## src/rtl/battleship_pkg.sv

```systemverilog
// Shared types and defaults for the PC-side battleship board.
// State encoding, board defaults and the ship-count clamp helper.
package battleship_pkg;

  typedef enum logic [2:0] {
    IDLE,
    PLACE,
    READY,
    RESP,
    SUNK
  } state_t;

  localparam int BOARD_N_DEFAULT    = 5;
  localparam int SHIP_LIMIT_DEFAULT = 5;

  function automatic logic [2:0] clamp_ships(
    input logic [2:0] req,
    input logic [2:0] lim
  );
    logic [2:0] r;
    r = req;
    if (req == 3'd0) r = 3'd1;
    else if (req > lim) r = lim;
    return r;
  endfunction

endpackage

```

## src/rtl/lfsr8.sv

```systemverilog
// Free-running 8-bit Fibonacci LFSR, x^8+x^6+x^5+x^4+1.
// Loads the seed while reset is held low.
module lfsr8 (
  input  logic       clk,
  input  logic       rst,
  input  logic [7:0] seed,
  output logic [7:0] q
);

  logic fb;

  assign fb = q[7] ^ q[5] ^ q[4] ^ q[3];

  always_ff @(posedge clk) begin
    if (!rst) q <= seed;
    else      q <= {q[6:0], fb};
  end

endmodule

```

## src/rtl/pc_board_responder.sv

```systemverilog
// PC battleship board: random ship placement and shot responder.
// Board is held in flat ship/shot bit vectors indexed i*BOARD_N+j.
module pc_board_responder
  import battleship_pkg::*;
#(
  parameter int         BOARD_N    = BOARD_N_DEFAULT,
  parameter int         SHIP_LIMIT = SHIP_LIMIT_DEFAULT,
  parameter logic [7:0] LFSR_SEED  = 8'hA5
) (
  input  logic       clk,
  input  logic       rst,
  input  logic       place_start,
  input  logic [2:0] amount_of_ships,
  input  logic       shot_valid,
  input  logic [2:0] shot_i,
  input  logic [2:0] shot_j,
  output logic       shot_ready,
  output logic       resp_valid,
  output logic       resp_hit,
  output logic       resp_repeat,
  output logic [2:0] pc_ships,
  output logic       placing_done,
  output logic       all_sunk,
  input  logic [2:0] rd_i,
  input  logic [2:0] rd_j,
  output logic       rd_ship,
  output logic       rd_shot
);

  localparam int         CELLS = BOARD_N * BOARD_N;
  localparam int         IW    = $clog2(CELLS);
  localparam logic [3:0] N4    = 4'(BOARD_N);
  localparam logic [2:0] LIM   = 3'(SHIP_LIMIT);

  state_t             state_q, state_d;
  logic [CELLS-1:0]   ship_q, ship_d;
  logic [CELLS-1:0]   shot_q, shot_d;
  logic [2:0]         ships_q, ships_d;
  logic [2:0]         target_q, target_d;
  logic               done_q, done_d;
  logic [2:0]         si_q, si_d, sj_q, sj_d;
  logic               rd_ship_q, rd_shot_q;
  logic [7:0]         lfsr_q;
  logic               lfsr_unused;

  logic               cand_ok, shot_ok, rd_ok, shot_hit;
  logic [IW-1:0]      cand_idx, shot_idx, rd_idx;

  lfsr8 u_lfsr (
    .clk  (clk),
    .rst  (rst),
    .seed (LFSR_SEED),
    .q    (lfsr_q)
  );

  assign lfsr_unused = ^lfsr_q[7:6];

  assign cand_ok  = ({1'b0, lfsr_q[2:0]} < N4)
                 && ({1'b0, lfsr_q[5:3]} < N4);
  assign cand_idx = IW'(int'(lfsr_q[2:0]) * BOARD_N
                 + int'(lfsr_q[5:3]));
  assign shot_ok  = ({1'b0, si_q} < N4) && ({1'b0, sj_q} < N4);
  assign shot_idx = IW'(int'(si_q) * BOARD_N + int'(sj_q));
  assign rd_ok    = ({1'b0, rd_i} < N4) && ({1'b0, rd_j} < N4);
  assign rd_idx   = IW'(int'(rd_i) * BOARD_N + int'(rd_j));
  assign shot_hit = shot_ok && ship_q[shot_idx] && !shot_q[shot_idx];

  always_comb begin
    state_d     = state_q;
    ship_d      = ship_q;
    shot_d      = shot_q;
    ships_d     = ships_q;
    target_d    = target_q;
    done_d      = done_q;
    si_d        = si_q;
    sj_d        = sj_q;
    resp_valid  = 1'b0;
    resp_hit    = 1'b0;
    resp_repeat = 1'b0;
    // A restart outranks everything, including a response in flight
    if (place_start && state_q != PLACE) begin
      ship_d   = '0;
      shot_d   = '0;
      target_d = clamp_ships(amount_of_ships, LIM);
      ships_d  = 3'd0;
      done_d   = 1'b0;
      state_d  = PLACE;
    end else begin
      unique case (state_q)
        IDLE: ;
        PLACE: begin
          if (ships_q == target_q) begin
            done_d  = 1'b1;
            state_d = READY;
          end else if (cand_ok && !ship_q[cand_idx]) begin
            ship_d[cand_idx] = 1'b1;
            ships_d          = ships_q + 3'd1;
          end
        end
        READY: begin
          if (shot_valid) begin
            si_d    = shot_i;
            sj_d    = shot_j;
            state_d = RESP;
          end
        end
        RESP: begin
          resp_valid  = 1'b1;
          resp_hit    = shot_hit;
          resp_repeat = !shot_ok || shot_q[shot_idx];
          if (shot_ok) shot_d[shot_idx] = 1'b1;
          if (shot_hit && ships_q != 3'd0) ships_d = ships_q - 3'd1;
          state_d = (ships_d == 3'd0) ? SUNK : READY;
        end
        SUNK: ;
        default: state_d = IDLE;
      endcase
    end
  end

  always_ff @(posedge clk) begin
    if (!rst) begin
      state_q   <= IDLE;
      ship_q    <= '0;
      shot_q    <= '0;
      ships_q   <= 3'd0;
      target_q  <= 3'd0;
      done_q    <= 1'b0;
      si_q      <= 3'd0;
      sj_q      <= 3'd0;
      rd_ship_q <= 1'b0;
      rd_shot_q <= 1'b0;
    end else begin
      state_q   <= state_d;
      ship_q    <= ship_d;
      shot_q    <= shot_d;
      ships_q   <= ships_d;
      target_q  <= target_d;
      done_q    <= done_d;
      si_q      <= si_d;
      sj_q      <= sj_d;
      rd_ship_q <= rd_ok && ship_q[rd_idx];
      rd_shot_q <= rd_ok && shot_q[rd_idx];
    end
  end

  assign shot_ready   = (state_q == READY);
  assign all_sunk     = (state_q == SUNK);
  assign pc_ships     = ships_q;
  assign placing_done = done_q;
  assign rd_ship      = rd_ship_q;
  assign rd_shot      = rd_shot_q;

endmodule

```

## config.mk

```make
export PLATFORM = sky130hd
export DESIGN_NAME = pc_board_responder
export DESIGN_NICKNAME = d
export VERILOG_FILES = /design/src/rtl/battleship_pkg.sv /design/src/rtl/lfsr8.sv /design/src/rtl/pc_board_responder.sv
export SDC_FILE = /design/constraint.sdc
export NUM_CORES = 1
export LEC_CHECK = 0
export ABC_AREA = 1
export BUFFER_PORTS_ARGS = -buffer_cell sky130_fd_sc_hd__buf_2
export CORE_MARGIN = 2
export CORE_UTILIZATION = 45
export DETAILED_ROUTE_END_ITERATION = 10
export GPL_TIMING_DRIVEN = 0
export PLACE_DENSITY = 0.73
export SYNTH_ARGS = -nofsm -noshare
export SYNTH_HDL_FRONTEND = slang
export SYNTH_HIERARCHICAL = 1
export SYNTH_SLANG_ARGS = --single-unit
```

## constraint.sdc

```tcl
create_clock -name clk -period 3 [get_ports clk]
set_clock_uncertainty 0.2 [all_clocks]
set_input_delay 0.15 -clock clk [delete_from_list [all_inputs] [get_ports clk]]
set_output_delay 0.15 -clock clk [all_outputs]
set_load 0.005 [all_outputs]
```

==> results.md, run 1 <==
* Final setup vio count at 7
* Worst R2R Path Depth at 18
* Fin crit period at 3.22 ns
* Worst EP required at 2.65 ns
* Total number of vias at 5178
* Hold Vio Cnt, Final at 0
* Fin. max-slew vios at 0
* Max IR drop VDD at 344 uV
* Post-DP HPWL at 9.71 mm
* CTS root buf: clkbuf_8
* TritonCTS clock tree: done
* Antenna diodes at 0
* Die ar. at 11700 sq um
* CP most frequent cell: nand3_2
* CTS clk-pin slew, worst paths at 0.07 ns
* DRC Markers at 0
* # nets final at 870
* Mapped cell area at 4870 sq um
* Chip width at 108 microns
* CTS sink cnt at 76
* TritonCTS buffer count at 9
* Post-Route WL at 14.5 mm
* GRT Util Overall at 0.254
* Post-route clock period utilization at 1.07
* Pin count of the biggest net entering global routing at 12
* Number of H-tree levels at 3
* Critical Path Fanout Max at 8
* FF-to-FF Start: si_q[2]
* RePlAce Congestion at 0.984
* Post-synth ARST share at 0
* Mean area per synthesized cell at 6.61 sq um
* Vias in the first global route at 4917
* DRT iter0 DRCs at 467
* Yosys cell types at 42
* Synth area leaders: dfxtp_1, nand2_1, a21oi_1
* CP cell instances: ha_4 -> ha_4 -> inv_2 -> fa_2 -> buf_6 -> clkbuf_16 -> nand3_2 -> nand3_2 -> nand3_2 -> nor2_4 -> nand2_2 -> nor3_2 -> buf_2
* Antenna violations before repair at 0
* Area leader, netlist: dfxtp_1
* Synth Instances at 738
* Delay of the slowest cell on the worst path at 0.63 ns
* Global route total overflow at 0
* Most used DFF post-synth: dfxtp_1
* Deepest clock path buffer count at 2
* Final worst slack at -0.220 ns
* Status: finished, violations left
* Routed Antenna Nets at 0
* First-pass GRT wire length at 23.2 mm
* RSZ-0062 raised after global routing: yes
* Arr. time, crit path at 2.87 ns
* Hold WC Path Type: input pin to register
* Core area at 10700 sq um
* I/O pins at 30
* Violated checks: setup timing
* Worst slew pin tran at 1.06 ns
* MaxCap Viol Count at 0
* Worst Setup SP: si_q[2]
* Yosys Warn Count at 6
* CP delay by family, top: adder cells
* Worst skew pair latency at 0.36 ns
* Seq cells post-synth at 76
* Total power at 2.69 mW
* Cell Rows at 38
* Setup Crit Path Kind: register to output port
* Slowest-stage cell, CP: fa_2
* Share of cells above drive strength 1 at 0.230
* Routed len/inst at 15.0 microns
* P&R area growth vs syn at 27.3%
* CP endpoint: resp_hit
* Pwr dens at 433 nW/um^2
* CP Capture Type: output port
* Startpoint Class: register
* Die Ht at 108 microns
* FMAX at 311 MHz
* Rel. slew slack at 0.288
* Crit path buf inv count at 4
* Fill cell count at 995
* Synth top area share at 0.312
* RR Endpoint: state_q[1]
* Initial Utilization at 0.456
* EDFF count, synth at 0
* Post-synthesis sequential area ratio at 0.312
* I/O Buffers at 29
* Initial DRT Pass Iterations at 6
* Static Leak at 2.59 nW
* R2R setup slack at -0.22 ns
* Pre-CTS WS at -0.409 ns
* Worst path depth at 13
* Via density per instance at 5.37
-- metrics by stage --
stage / setup TNS (ns) / instance area [sq um] / cells / utilization / hold WS (ns)
after global placement: -8.48 / 5220 / 913 / 0.488 / 0.177
after CTS: -0.456 / 5840 / 956 / 0.546 / 0.00522
after floorplan: 0 / 4900 / 744 / - / 0.0561
after detailed placement: -9.04 / 5220 / 913 / 0.488 / 0.180
final: -1.09 / 6200 / 965 / 0.580 / 0.0361
after global routing: -3.27 / 6200 / 965 / 0.580 / 0.126
-- worst min-delay path by stage --
stage,from,to,slack (ns),cells after the start
2_1_floorplan,rst,u_lfsr/q[2],0.06,2
3_3_place_gp,shot_i[0],si_q[0],0.18,3
3_5_place_dp,shot_j[0],sj_q[0],0.18,3
4_1_cts,rd_j[0],rd_ship,0.005,6
5_1_grt,rd_j[2],rd_ship,0.13,6
6_report,rd_j[2],rd_ship,0.04,6
-- layout make-up --
class / count / area [sq um] / share of cell area
Sequential cell: 76 / 1540 / 0.249
Multi-Input combinational cell: 547 / 3310 / 0.534
Clock inverter: 2 / 12.5 / 0.00202
Inverter: 96 / 365 / 0.0589
Buffer: 25 / 169 / 0.0272
Tap cell: 140 / 175 / 0.0282
Clock buffer: 13 / 139 / 0.0224
Timing Repair Buffer: 66 / 488 / 0.0786
-- synth_stat cells, types with 9 or more instances --
cell and instances:
dfxtp_1 76, o21ai_0 49, inv_1 88, nand3_1 47, nand2_1 179, clkbuf_1 14, ha_1 27, a21oi_1 78
xnor2_1 10, nor2_1 79, nand4_1 9
-- cells in the final DEF (no fill, tap or decap), drive strengths merged --
cell type    netlist  final
ha                27     27
o221ai             3      3
a21oi             79     79
nand2            184    184
nor2              85     85
nor3               9      9
clkinvlp           0      1
dfxtp             76     76
o32ai              1      1
nand3             49     49
o311ai             4      4
o21ai             52     52
o2111ai            2      2
clkinv             2      3
inv               94     94
a211oi             1      1
o21a               3      3
dlygate4sd3        0     14
a31oi              3      3
and3               1      1
a221oi             1      1
xnor2             11     11
fa                 3      3
a22oi              5      5
o211ai             3      3
nand4              9      9
buf               11     63
nor4               1      1
xor2               3      3
clkbuf            14     27
conb               2      8
-- kinds of logic after synthesis --
kind of cell,synth area share
and+or+nand+nor,0.295
AOI/OAI and AO/OA,0.179
buffers and inverters,0.104
DFF,0.312
adders and majority gates,0.0816
xor gates and xnor gates,0.0267
other,0.00154
-- power breakdown --
part           switching (mW)  internal (mW)
Clock                   0.375          0.296
Sequential             0.0286           1.04
Combinational           0.612          0.338
-- state kept, by name (all words and copies together), names as in the netlist --
register,cells
ship_q,25
shot_q,25
u_lfsr/q,8
pc_ships,3
si_q,3
sj_q,3
state_q,3
target_q,3
placing_done,1
rd_ship,1
rd_shot,1
-- routing by layer --
| metal | vias up | share of wire | GRT usage |
|---|---|---|---|
| met1 | 2361 | 0.43 | 0.326 |
| met5 | - | 0 | 0 |
| li1 | 2557 | - | - |
| met4 | 0 | 0.028 | 0.101 |
| met2 | 220 | 0.47 | 0.416 |
| met3 | 40 | 0.075 | 0.0542 |
-- what timing repair did --
item / in CTS / in global routing
buffers inserted: 12 / 9
endpoints found under the hold margin: 16 / 0
gates cloned: 2 / 0
pin swaps: 13 / 44
endpoints found under the setup margin: 32 / 30
hold buffers: 14 / 0
resized for setup: 58 / 66
-- worst min-delay path: cells and delay by family --
kind	cells	cell delay (ns)
buffers and inverters	2	0.15
AO/OA/AOI/OAI	1	0.07
AND/OR/NAND/NOR	3	0.18
No activity file was read; power rests on OpenSTA's default activity.
==> run 2, diff against run 1 <==
PLACE_DENSITY = 0.76   (was 0.73)
==> run 2 against run 1 <==
Against the previous run:
- the flow still finishes with violations (setup timing)
- core utilization is 0.94 points lower
- cell count is 0.10% higher
- setup slack worse by 0.033 ns
- combinational power is 3.9% lower
- flip-flop and latch count stayed put
- routed wire length is 2.3% lower
- critical path depth stayed put
- critical path type unchanged
- critical endpoint unchanged
- largest cell class unchanged
- largest power group unchanged
==> results.md, run 2 (synthesis results as in run 1) <==
* Status: finished, violations left (unchanged)
* Final worst slack at -0.253 ns (was -0.220 ns)
* Die Ht at 108 microns (unchanged)
* Delay of the slowest cell on the worst path at 0.64 ns (was 0.63 ns)
* P&R area growth vs syn at 25.2% (was 27.3%)
* CP Capture Type: output port (unchanged)
* Setup TNS at -0.866 ns (was -1.09 ns)
* Post-route core utilization at 0.571 (was 0.580)
* Worst slew pin tran at 0.884 ns (was 1.06 ns)
* Violated checks: setup timing (unchanged)
* Worst EP required at 2.65 ns (about the same)
* Hold WC Path Type: input pin to register (unchanged)
* CP most frequent cell: ha_4 (was nand3_2)
* RSZ-0062 raised after global routing: yes (unchanged)
* CP cell instances: ha_4 -> ha_4 -> inv_2 -> fa_2 -> clkinv_4 -> buf_6 -> buf_4 -> nand2_4 -> a21oi_4 -> nor2_4 -> nand2_2 -> nor3_2 -> buf_2 (was ha_4 -> ha_4 -> inv_2 -> fa_2 -> buf_6 -> clkbuf_16 -> nand3_2 -> nand3_2 -> nand3_2 -> nor2_4 -> nand2_2 -> nor3_2 -> buf_2)
* Setup Crit Path Kind: register to output port (unchanged)
* DRC Markers at 0 (unchanged)
* Die ar. at 11700 sq um (unchanged)
* Worst Setup SP: si_q[2] (unchanged)
* Cell Rows at 38 (unchanged)
* Hold depth at 6 (unchanged)
* Share of cells above drive strength 1 at 0.184 (was 0.230)
* Arr. time, crit path at 2.90 ns (was 2.87 ns)
* Crit path buf inv count at 5 (was 4)
* Min-delay src: rd_i[0] (was rd_j[2])
* Chip width at 108 microns (unchanged)
* # nets final at 870 (unchanged)
* Static Leak at 2.62 nW (was 2.59 nW)
* CP delay by family, top: adder cells (unchanged)
* Initial Utilization at 0.456 (unchanged)
* FMAX at 307 MHz (was 311 MHz)
* CTS root buf: clkbuf_8 (unchanged)
* Most common cell after layout, fill and taps aside: nand2_1 (unchanged)
* TritonCTS buffer count at 9 (unchanged)
* Routed len/inst at 14.7 microns (was 15.0 microns)
* Commonest non-fill, non-tap cells in the layout: nand2_1, inv_1, nor2_1, a21oi_1, dfxtp_1 (was nand2_1, inv_1, nor2_1, dfxtp_1, a21oi_1)
* Total number of vias at 5151 (was 5178)
* GRT Util Overall at 0.242 (was 0.254)
* Hold worst-path end: rd_ship (unchanged)
* Initial DRT Pass Iterations at 5 (was 6)
* Max IR drop VDD at 342 uV (was 344 uV)
* Number of H-tree levels at 3 (unchanged)
* Final setup vio count at 7 (unchanged)
* I/O Buffers at 29 (unchanged)
* FF-to-FF Start: si_q[2] (unchanged)
* Rel. slew slack at 0.406 (was 0.288)
* R2R setup slack at -0.13 ns (was -0.22 ns)
* Startpoint Class: register (unchanged)
* MaxCap Viol Count at 0 (unchanged)
* Deepest clock path buffer count at 2 (unchanged)
* Slowest-stage cell, CP: fa_2 (unchanged)
* Via density per instance at 5.33 (was 5.37)
* Pin count of the biggest net entering global routing at 13 (was 12)
* RR Endpoint: state_q[1] (unchanged)
* Fin. max-slew vios at 0 (unchanged)
* Worst R2R Path Depth at 17 (was 18)
* Post-route clock period utilization at 1.08 (was 1.07)
* Fin crit period at 3.25 ns (was 3.22 ns)
* Post-Route WL at 14.2 mm (was 14.5 mm)
* Vias in the first global route at 4653 (was 4917)
* Hold Vio Cnt, Final at 0 (unchanged)
* CTS clk-pin slew, worst paths at 0.08 ns (was 0.07 ns)
* First-pass GRT wire length at 21.9 mm (was 23.2 mm)
* TritonCTS clock tree: done (unchanged)
* Global route total overflow at 0 (unchanged)
* CTS sink cnt at 76 (unchanged)
* Post-DP HPWL at 9.67 mm (was 9.71 mm)
* DRT iter0 DRCs at 511 (was 467)
* Antenna violations before repair at 0 (unchanged)
* I/O pins at 30 (unchanged)
* Routed Antenna Nets at 0 (unchanged)
* Worst hold slack at 0.0147 ns (was 0.0361 ns)
* Biggest regs: ship_q x25, shot_q x25, u_lfsr/q x8 (unchanged)
* Antenna diodes at 0 (unchanged)
* Worst skew pair latency at 0.37 ns (was 0.36 ns)
* Pwr dens at 471 nW/um^2 (was 433 nW/um^2)
* Core area at 10700 sq um (unchanged)
* RePlAce Congestion at 0.961 (was 0.984)
* Critical Path Fanout Max at 5 (was 8)
[run 2: changes by cell type in the layout (fill, tap and decap cells not counted), sizes merged]
cell	before	now
clkbuf	27	28
clkinvlp	1	0
bufinv	0	2
dlygate4sd3	14	15
buf	63	61
[run 2: worst register-to-register path, cell delays in order (launching register included)]
cell	delay (ns)
dfxtp_2	0.34
ha_4	0.24
ha_4	0.26
inv_2	0.04
fa_2	0.64
clkinv_4	0.11
buf_6	0.14
buf_4	0.14
nand2_4	0.08
a21oi_4	0.06
nor2_4	0.17
buf_6	0.14
nand3_4	0.09
nand2_2	0.09
nand2_2	0.07
nand3_2	0.07
nand2_1	0.05
a21oi_1	0.14
[run 2: worst max path at each step]
stage / cells after the start / slack [ns] / end
detailed placement: 15 / -0.35 / state_q[1]
CTS: 12 / -0.17 / resp_hit
floorplan: 15 / 0.08 / state_q[1]
global route: 14 / -0.33 / resp_hit
finish: 13 / -0.25 / resp_hit
global placement: 15 / -0.38 / state_q[1]
[run 2: layer usage]
layer | wire (microns) | vias up | track usage
met5 | 0 | - | 0
met4 | 404 | 0 | 0.0943
li1 | - | 2569 | -
met2 | 6440 | 237 | 0.387
met1 | 5950 | 2303 | 0.301
met3 | 1370 | 42 | 0.0796
[run 2: layout make-up]
cell class | count | area, sq um
timing repair buffer | 66 | 483
sequential | 76 | 1530
buffer | 25 | 158
multi-input combinational | 547 | 3170
tap | 140 | 175
fill | 1007 | 4590
inverter | 96 | 365
clock buffer | 13 | 159
clock inverter | 3 | 68.8
[run 2: timing repair]
action,CTS,global route
buffers inserted,9,12
endpoints found under the setup margin,32,34
gates cloned,1,0
resized for setup,33,44
pin swaps,10,23
hold endpoints to repair,18,0
hold buffers,15,0
[run 2: power breakdown]
group | switching [mW] | internal [mW] | leakage, nW
clock | 0.382 | 0.516 | 0.114
sequential | 0.0278 | 1.04 | 0.618
combinational | 0.575 | 0.338 | 1.89
total | 0.984 | 1.89 | 2.62
[run 2: stage by stage]
step           worst slack [ns]  area, sq um  instances  total power, mW
5_1_grt                  -0.328         6100        966             3.02
3_5_place_dp             -0.346         5220        913             1.77
4_1_cts                  -0.174         5810        954             2.73
6_report                 -0.253         6100        966             2.87
2_1_floorplan            0.0823         4900        744             1.58
3_3_place_gp             -0.383         5220        913             1.77
